==> config.mk <==
export PLATFORM = sky130hd
export DESIGN_NAME = mc_rr_arbiter
export DESIGN_NICKNAME = d
export VERILOG_FILES = /design/src/rtl/mc_pkg.sv /design/src/rtl/mc_tag_fifo.sv /design/src/rtl/mc_rr_arbiter.sv
export SDC_FILE = /design/constraint.sdc
export NUM_CORES = 1
export LEC_CHECK = 0
export CAP_MARGIN = 10
export CORE_AREA = 2 2 160 162
export CTS_CLUSTER_SIZE = 20
export DETAILED_ROUTE_END_ITERATION = 10
export DIE_AREA = 0 0 162 164
export PLACE_DENSITY_LB_ADDON = 0.25
export SYNTH_ARGS = -nofsm -noshare
export SYNTH_HDL_FRONTEND = slang
export SYNTH_SLANG_ARGS = --single-unit
==> constraint.sdc <==
create_clock -name CLK -period 4.84 [get_ports CLK]
set_input_delay 1.21 -clock CLK [delete_from_list [all_inputs] [get_ports CLK]]
set_output_delay 1.21 -clock CLK [all_outputs]
set_load 0.01 [all_outputs]
==> src/rtl/mc_pkg.sv <==
// Shared types and helpers for the multi-client round-robin arbiter.
// State encoding and a constant-foldable clog2.
package mc_pkg;

  typedef enum logic {
    S_IDLE  = 1'b0,
    S_ISSUE = 1'b1
  } state_e;

  function automatic int clog2(input int v);
    int r;
    r = 0;
    for (int i = 0; i < 31; i++)
      if ((1 << i) < v) r = i + 1;
    return r;
  endfunction

endpackage

==> src/rtl/mc_tag_fifo.sv <==
// In-order tag FIFO remembering which requester owns each in-flight request.
// Power-of-two depth, so pointers wrap by natural overflow.
module mc_tag_fifo
  import mc_pkg::*;
#(
  parameter  int DEPTH = 4,
  parameter  int WIDTH = 2,
  localparam int PW    = clog2(DEPTH),
  localparam int CW    = PW + 1
) (
  input  logic             CLK,
  input  logic             RST,
  input  logic             push_i,
  input  logic             pop_i,
  input  logic [WIDTH-1:0] din_i,
  output logic [WIDTH-1:0] head_o,
  output logic [CW-1:0]    count_o
);

  logic [WIDTH-1:0] mem_q [DEPTH];
  logic [PW-1:0]    wr_q, wr_d;
  logic [PW-1:0]    rd_q, rd_d;
  logic [CW-1:0]    cnt_q, cnt_d;

  always_comb begin
    wr_d  = wr_q;
    rd_d  = rd_q;
    cnt_d = cnt_q;
    if (push_i) wr_d = wr_q + PW'(1);
    if (pop_i)  rd_d = rd_q + PW'(1);
    if (push_i && !pop_i) cnt_d = cnt_q + CW'(1);
    if (pop_i && !push_i) cnt_d = cnt_q - CW'(1);
  end

  always_ff @(posedge CLK) begin
    if (RST) begin
      wr_q  <= '0;
      rd_q  <= '0;
      cnt_q <= '0;
    end else begin
      wr_q  <= wr_d;
      rd_q  <= rd_d;
      cnt_q <= cnt_d;
    end
  end

  always_ff @(posedge CLK) begin
    if (push_i) mem_q[wr_q] <= din_i;
  end

  assign head_o  = mem_q[rd_q];
  assign count_o = cnt_q;

endmodule

==> src/rtl/mc_rr_arbiter.sv <==
// Round-robin arbiter funnelling N requesters onto one master port,
// routing in-order responses back by a tag FIFO.
module mc_rr_arbiter
  import mc_pkg::*;
#(
  parameter  int ADDR_WIDTH      = 32,
  parameter  int DATA_WIDTH      = 32,
  parameter  int CONNECT_NUM     = 3,
  parameter  int MAX_OUTSTANDING = 4,
  localparam int GW              = clog2(CONNECT_NUM),
  localparam int OW              = clog2(MAX_OUTSTANDING) + 1
) (
  input  logic                            CLK,
  input  logic                            RST,
  input  logic [CONNECT_NUM-1:0]          SLAVE_RECEIVE_ADDR_VALID,
  input  logic [ADDR_WIDTH*CONNECT_NUM-1:0] SLAVE_RECEIVE_ADDR,
  input  logic [CONNECT_NUM-1:0]          SLAVE_RECEIVE_DATA_VALID,
  input  logic [DATA_WIDTH*CONNECT_NUM-1:0] SLAVE_RECEIVE_DATA,
  output logic [CONNECT_NUM-1:0]          SLAVE_RECEIVE_READY,
  output logic [CONNECT_NUM-1:0]          SLAVE_SEND_VALID,
  output logic [DATA_WIDTH*CONNECT_NUM-1:0] SLAVE_SEND_DATA,
  input  logic [CONNECT_NUM-1:0]          SLAVE_SEND_READY,
  output logic                            MASTER_SEND_ADDR_VALID,
  output logic [ADDR_WIDTH-1:0]           MASTER_SEND_ADDR,
  output logic                            MASTER_SEND_DATA_VALID,
  output logic [DATA_WIDTH-1:0]           MASTER_SEND_DATA,
  input  logic                            MASTER_SEND_READY,
  input  logic                            MASTER_RECEIVE_VALID,
  input  logic [DATA_WIDTH-1:0]           MASTER_RECEIVE_DATA,
  output logic                            MASTER_RECEIVE_READY,
  output logic [OW-1:0]                   OUTSTANDING,
  output logic                            ERR_UNEXPECTED
);

  state_e        state_q, state_d;
  logic [GW-1:0] grant_q, grant_d;
  logic [GW-1:0] last_q, last_d;
  logic [GW-1:0] pick;
  logic          pick_vld;
  logic          push, pop;
  logic [GW-1:0] head;
  logic [OW-1:0] count;
  logic          err_q, err_d;

  // Rotating priority: scan upward from the slot after the last winner.
  always_comb begin
    int j;
    j        = 0;
    pick     = '0;
    pick_vld = 1'b0;
    for (int i = 1; i <= CONNECT_NUM; i++) begin
      j = int'(last_q) + i;
      if (j >= CONNECT_NUM) j = j - CONNECT_NUM;
      if (!pick_vld && SLAVE_RECEIVE_ADDR_VALID[j]) begin
        pick     = GW'(j);
        pick_vld = 1'b1;
      end
    end
  end

  always_ff @(posedge CLK) begin
    if (RST) begin
      state_q <= S_IDLE;
      grant_q <= '0;
      last_q  <= GW'(CONNECT_NUM - 1);
      err_q   <= 1'b0;
    end else begin
      state_q <= state_d;
      grant_q <= grant_d;
      last_q  <= last_d;
      err_q   <= err_d;
    end
  end

  always_comb begin
    state_d = state_q;
    grant_d = grant_q;
    last_d  = last_q;
    push    = 1'b0;
    unique case (state_q)
      S_IDLE: begin
        if (pick_vld && count < OW'(MAX_OUTSTANDING)) begin
          grant_d = pick;
          state_d = S_ISSUE;
        end
      end
      S_ISSUE: begin
        if (MASTER_SEND_READY) begin
          last_d  = grant_q;
          push    = 1'b1;
          state_d = S_IDLE;
        end
      end
    endcase
  end

  always_comb begin
    MASTER_SEND_ADDR_VALID = 1'b0;
    MASTER_SEND_DATA_VALID = 1'b0;
    MASTER_SEND_ADDR =
      SLAVE_RECEIVE_ADDR[int'(grant_q)*ADDR_WIDTH +: ADDR_WIDTH];
    MASTER_SEND_DATA =
      SLAVE_RECEIVE_DATA[int'(grant_q)*DATA_WIDTH +: DATA_WIDTH];
    SLAVE_RECEIVE_READY  = '0;
    SLAVE_SEND_VALID     = '0;
    SLAVE_SEND_DATA      = '0;
    MASTER_RECEIVE_READY = 1'b0;
    if (!RST && state_q == S_ISSUE) begin
      MASTER_SEND_ADDR_VALID       = 1'b1;
      MASTER_SEND_DATA_VALID       = SLAVE_RECEIVE_DATA_VALID[grant_q];
      SLAVE_RECEIVE_READY[grant_q] = MASTER_SEND_READY;
    end
    if (!RST && count != '0) begin
      SLAVE_SEND_VALID[head] = MASTER_RECEIVE_VALID;
      SLAVE_SEND_DATA[int'(head)*DATA_WIDTH +: DATA_WIDTH] =
        MASTER_RECEIVE_DATA;
      MASTER_RECEIVE_READY = SLAVE_SEND_READY[head];
    end
  end

  assign pop   = MASTER_RECEIVE_VALID & MASTER_RECEIVE_READY;
  assign err_d = err_q | (MASTER_RECEIVE_VALID && count == '0);

  mc_tag_fifo #(
    .DEPTH (MAX_OUTSTANDING),
    .WIDTH (GW)
  ) u_fifo (
    .CLK     (CLK),
    .RST     (RST),
    .push_i  (push),
    .pop_i   (pop),
    .din_i   (grant_q),
    .head_o  (head),
    .count_o (count)
  );

  assign OUTSTANDING    = count;
  assign ERR_UNEXPECTED = err_q;

endmodule

==> impl_metrics.tcl, run 1 <==
set metrics [dict create \
    status "finished clean" \
    clock-sinks 23 \
    rsz0062_at_grt "false" \
    drtPass1Iterations 4 \
    hold_end "ERR_UNEXPECTED$_SDFF_PP0_" \
    arrival_ps 3210 \
    hp-start "ERR_UNEXPECTED$_SDFF_PP0_" \
    fin_ws_ps 420 \
    hold_depth 2 \
    min_period_ps 4420 \
    viasPerCell 3.94 \
    placed_cells 1169 \
    cts_buffer_depth 2 \
    hold_path.class "flop to flop" \
    syn_nets 708 \
    rr_worst_depth 9 \
    place_worst_setup_slack_ps 349 \
    fin_crit_sh_pct 91.3 \
    cts-root-buf "clkbuf_16" \
    end_kind "output port" \
    cp.required_ps 3630 \
    place.port_buffers 409 \
    synthDistinctLibCells 45 \
    cts_inserted_buffers 3 \
    drc 0 \
    ant_nets 0 \
    synthCells 458 \
    ir_drop_mv 0.134 \
    placed_cell_area_um2 7750 \
    synth-seq-cells 23 \
    final_cell_mix "clkdlybuf4s50_1, and2_1, nand2_1, mux2i_1, o21ai_0" \
    mostFrequentLayoutCell "clkdlybuf4s50_1" \
    dp_hpwl_um 15500 \
    rrSetupSlack_ps 2180 \
    antenna_found_initial 2 \
    ios 410 \
    nNetsFinal 1094 \
    clk_latency_ps 250 \
    synthToLayoutAreaGrowth_pct 137 \
    worst_path_max_delay_cell "clkdlybuf4s50_1" \
    path_max_fanout 32 \
    grt_pass1_vias 4565 \
    h-tree-depth 1 \
    holdBufCountCts 0 \
    die-height_um 164 \
    leakage_nw 2.75 \
    worstMarginPinSlew_ps 746 \
    drive_gt1_share_pct 2.73 \
    slew_viol_final 0 \
    gp_congestion 0.815 \
    criticalPathCategory "primary input to output port" \
    dieWidth_um 162 \
    route.detailed.wl_per_inst_um 16.0 \
    clock_skew_ps 0.631 \
    initial_utilization_pct 13.3 \
    avgSynthCellArea_um2 7.22 \
    synth_ff_type "dfxtp_1" \
    start_kind "primary input" \
    postCtsSetupBuffers 0 \
    cts_resized 0 \
    design.core.area_um2 24800 \
    max_freq_mhz 226 \
    critPathMaxStageDelay_ps 550 \
    stdcell_count 1174 \
    setup_viol 0 \
    grt_pass1_wl_um 26900 \
    die-area_um2 26600 \
    yosysSeqAreaShare_pct 16.3 \
    yosysWarnings 0 \
    synth_edf_count 8 \
    cts_tree "yes" \
    hold_violations 0 \
    drt_iter0_drc 165 \
    grt_max_degree 75 \
    crit_path_cell_trace "clkdlybuf4s50_1, nor3_1, and3_1, buf_4, and2_1, clkdlybuf4s50_1" \
    num_vias 4622 \
    slew_headroom_pct 50.2 \
    grt_overflow 0 \
    cellPowerDensity_nw_per_um2 150 \
    clkTransAtPathRegs_ps 60 \
    n_fill_cell 2677 \
    maxCapViolCount 0 \
    fin_area_um2 7830 \
    wirelength_um 18800 \
    syn_area_um2 3310 \
    hold_slack_ps 466 \
    gr-usage-all-layers_pct 12.9 \
    tns_ps 0 \
    rows 58 \
    crit_path_frequent_cell "clkdlybuf4s50_1" \
    r2r-end "u_fifo.count_o[2]$_SDFFE_PP0P_" \
    ys_async_sr_fraction_pct 0 \
]
## synthesized netlist by cell type, types with 2 or more instances
library cell,number,area [um^2]
and2_1,100,626
nand2_1,72,270
mux2i_1,69,691
o21ai_0,68,340
clkbuf_1,19,71.3
dfxtp_1,15,300
ha_1,12,150
nor2_1,12,45.0
inv_1,10,37.5
buf_2,8,40.0
edfxtp_1,8,240
a21oi_1,7,35.0
and3_1,7,43.8
buf_1,5,18.8
nor3_1,4,20.0
clkbuf_2,3,15.0
nand2b_1,3,18.8
nand3_1,3,15.0
nor2b_1,3,18.8
mux4_2,2,45.0
nor3b_1,2,15.0
o21ai_1,2,10.0
xor2_1,2,17.5
## critical path: cells and delay by family
family | cells | cell delay (ps)
simple gates | 3 | 660
buf+inv | 3 | 1330
## metal layers
layer  global-route usage [%]  wire length [um]
met1                     13.3              6490
met2                     25.7              9900
met3                     4.32              2070
met4                     1.57               282
met5                        0                12
## report_power, final
part           switching [W]  internal (W)  total (W)
Sequential         0.0000106      0.000212   0.000223
Combinational       0.000329      0.000448   0.000777
Clock              0.0000650      0.000112   0.000177
## logic make-up (layout without fill, tap and decap cells)
| logic type | Yosys count | after routing | synth area share, % |
|---|---|---|---|
| and+or+nand+nor | 212 | 212 | 34.1 |
| xor gates and xnor gates | 4 | 4 | 1.29 |
| other | 0 | 1 | 0 |
| muxes | 73 | 73 | 23.0 |
| DFF | 23 | 23 | 16.3 |
| adders and majority gates | 13 | 13 | 5.15 |
| AOI/OAI and AO/OA | 86 | 86 | 14.2 |
| buffers and inverters | 47 | 432 | 5.98 |
## state kept, by name, summed over array words and instances (netlist names), named ones only
| signal | flops |
|---|---|
| last_q | 2 |
| u_fifo.wr_q | 2 |
| u_fifo.count_o | 3 |
| grant_q | 2 |
| state_q | 1 |
| ERR_UNEXPECTED | 1 |
| u_fifo.rd_q | 2 |
| u_fifo.mem_q | 8 |
## worst max path at each step
stage	from	end	slack (ps)	cells after the start
2_1_floorplan	RST	SLAVE_SEND_DATA[34]	1520	4
5_1_grt	RST	SLAVE_SEND_DATA[93]	300	6
3_3_place_gp	RST	SLAVE_RECEIVE_READY[1]	330	5
4_1_cts	RST	SLAVE_RECEIVE_READY[1]	350	5
3_5_place_dp	RST	SLAVE_RECEIVE_READY[1]	350	5
6_report	RST	SLAVE_SEND_DATA[93]	420	6
## cell type report
class                   instances  area [um^2]  area share [%]
repair buffers                417         4170            53.2
multi-input cells             388         2580            33.0
flip-flops and latches         23          546            6.96
well taps                     330          413            5.27
clock buffers                   4         78.8            1.01
inverters                      11         41.3           0.527
diodes                          1         2.50          0.0319
## through the flow
stage,total power [W],utilization (%)
3_5_place_dp,0.00101,31.2
4_1_cts,0.00119,31.5
3_3_place_gp,0.00102,31.2
2_1_floorplan,0.000512,-
5_1_grt,0.00126,31.5
6_report,0.00118,31.6
Note: power is estimated with default switching activity, not from simulation.
==> run 2, diff against run 1 <==
--- a/config.mk
+++ b/config.mk
@@ -10,6 +10,7 @@
 export CTS_CLUSTER_SIZE = 20
 export DETAILED_ROUTE_END_ITERATION = 10
 export DIE_AREA = 0 0 162 164
+export HOLD_SLACK_MARGIN = 0.02
 export PLACE_DENSITY_LB_ADDON = 0.25
 export SYNTH_ARGS = -nofsm -noshare
 export SYNTH_HDL_FRONTEND = slang
==> results of run 2 <==
No change in the layout: final DEF, timing and power equal those of run 1.
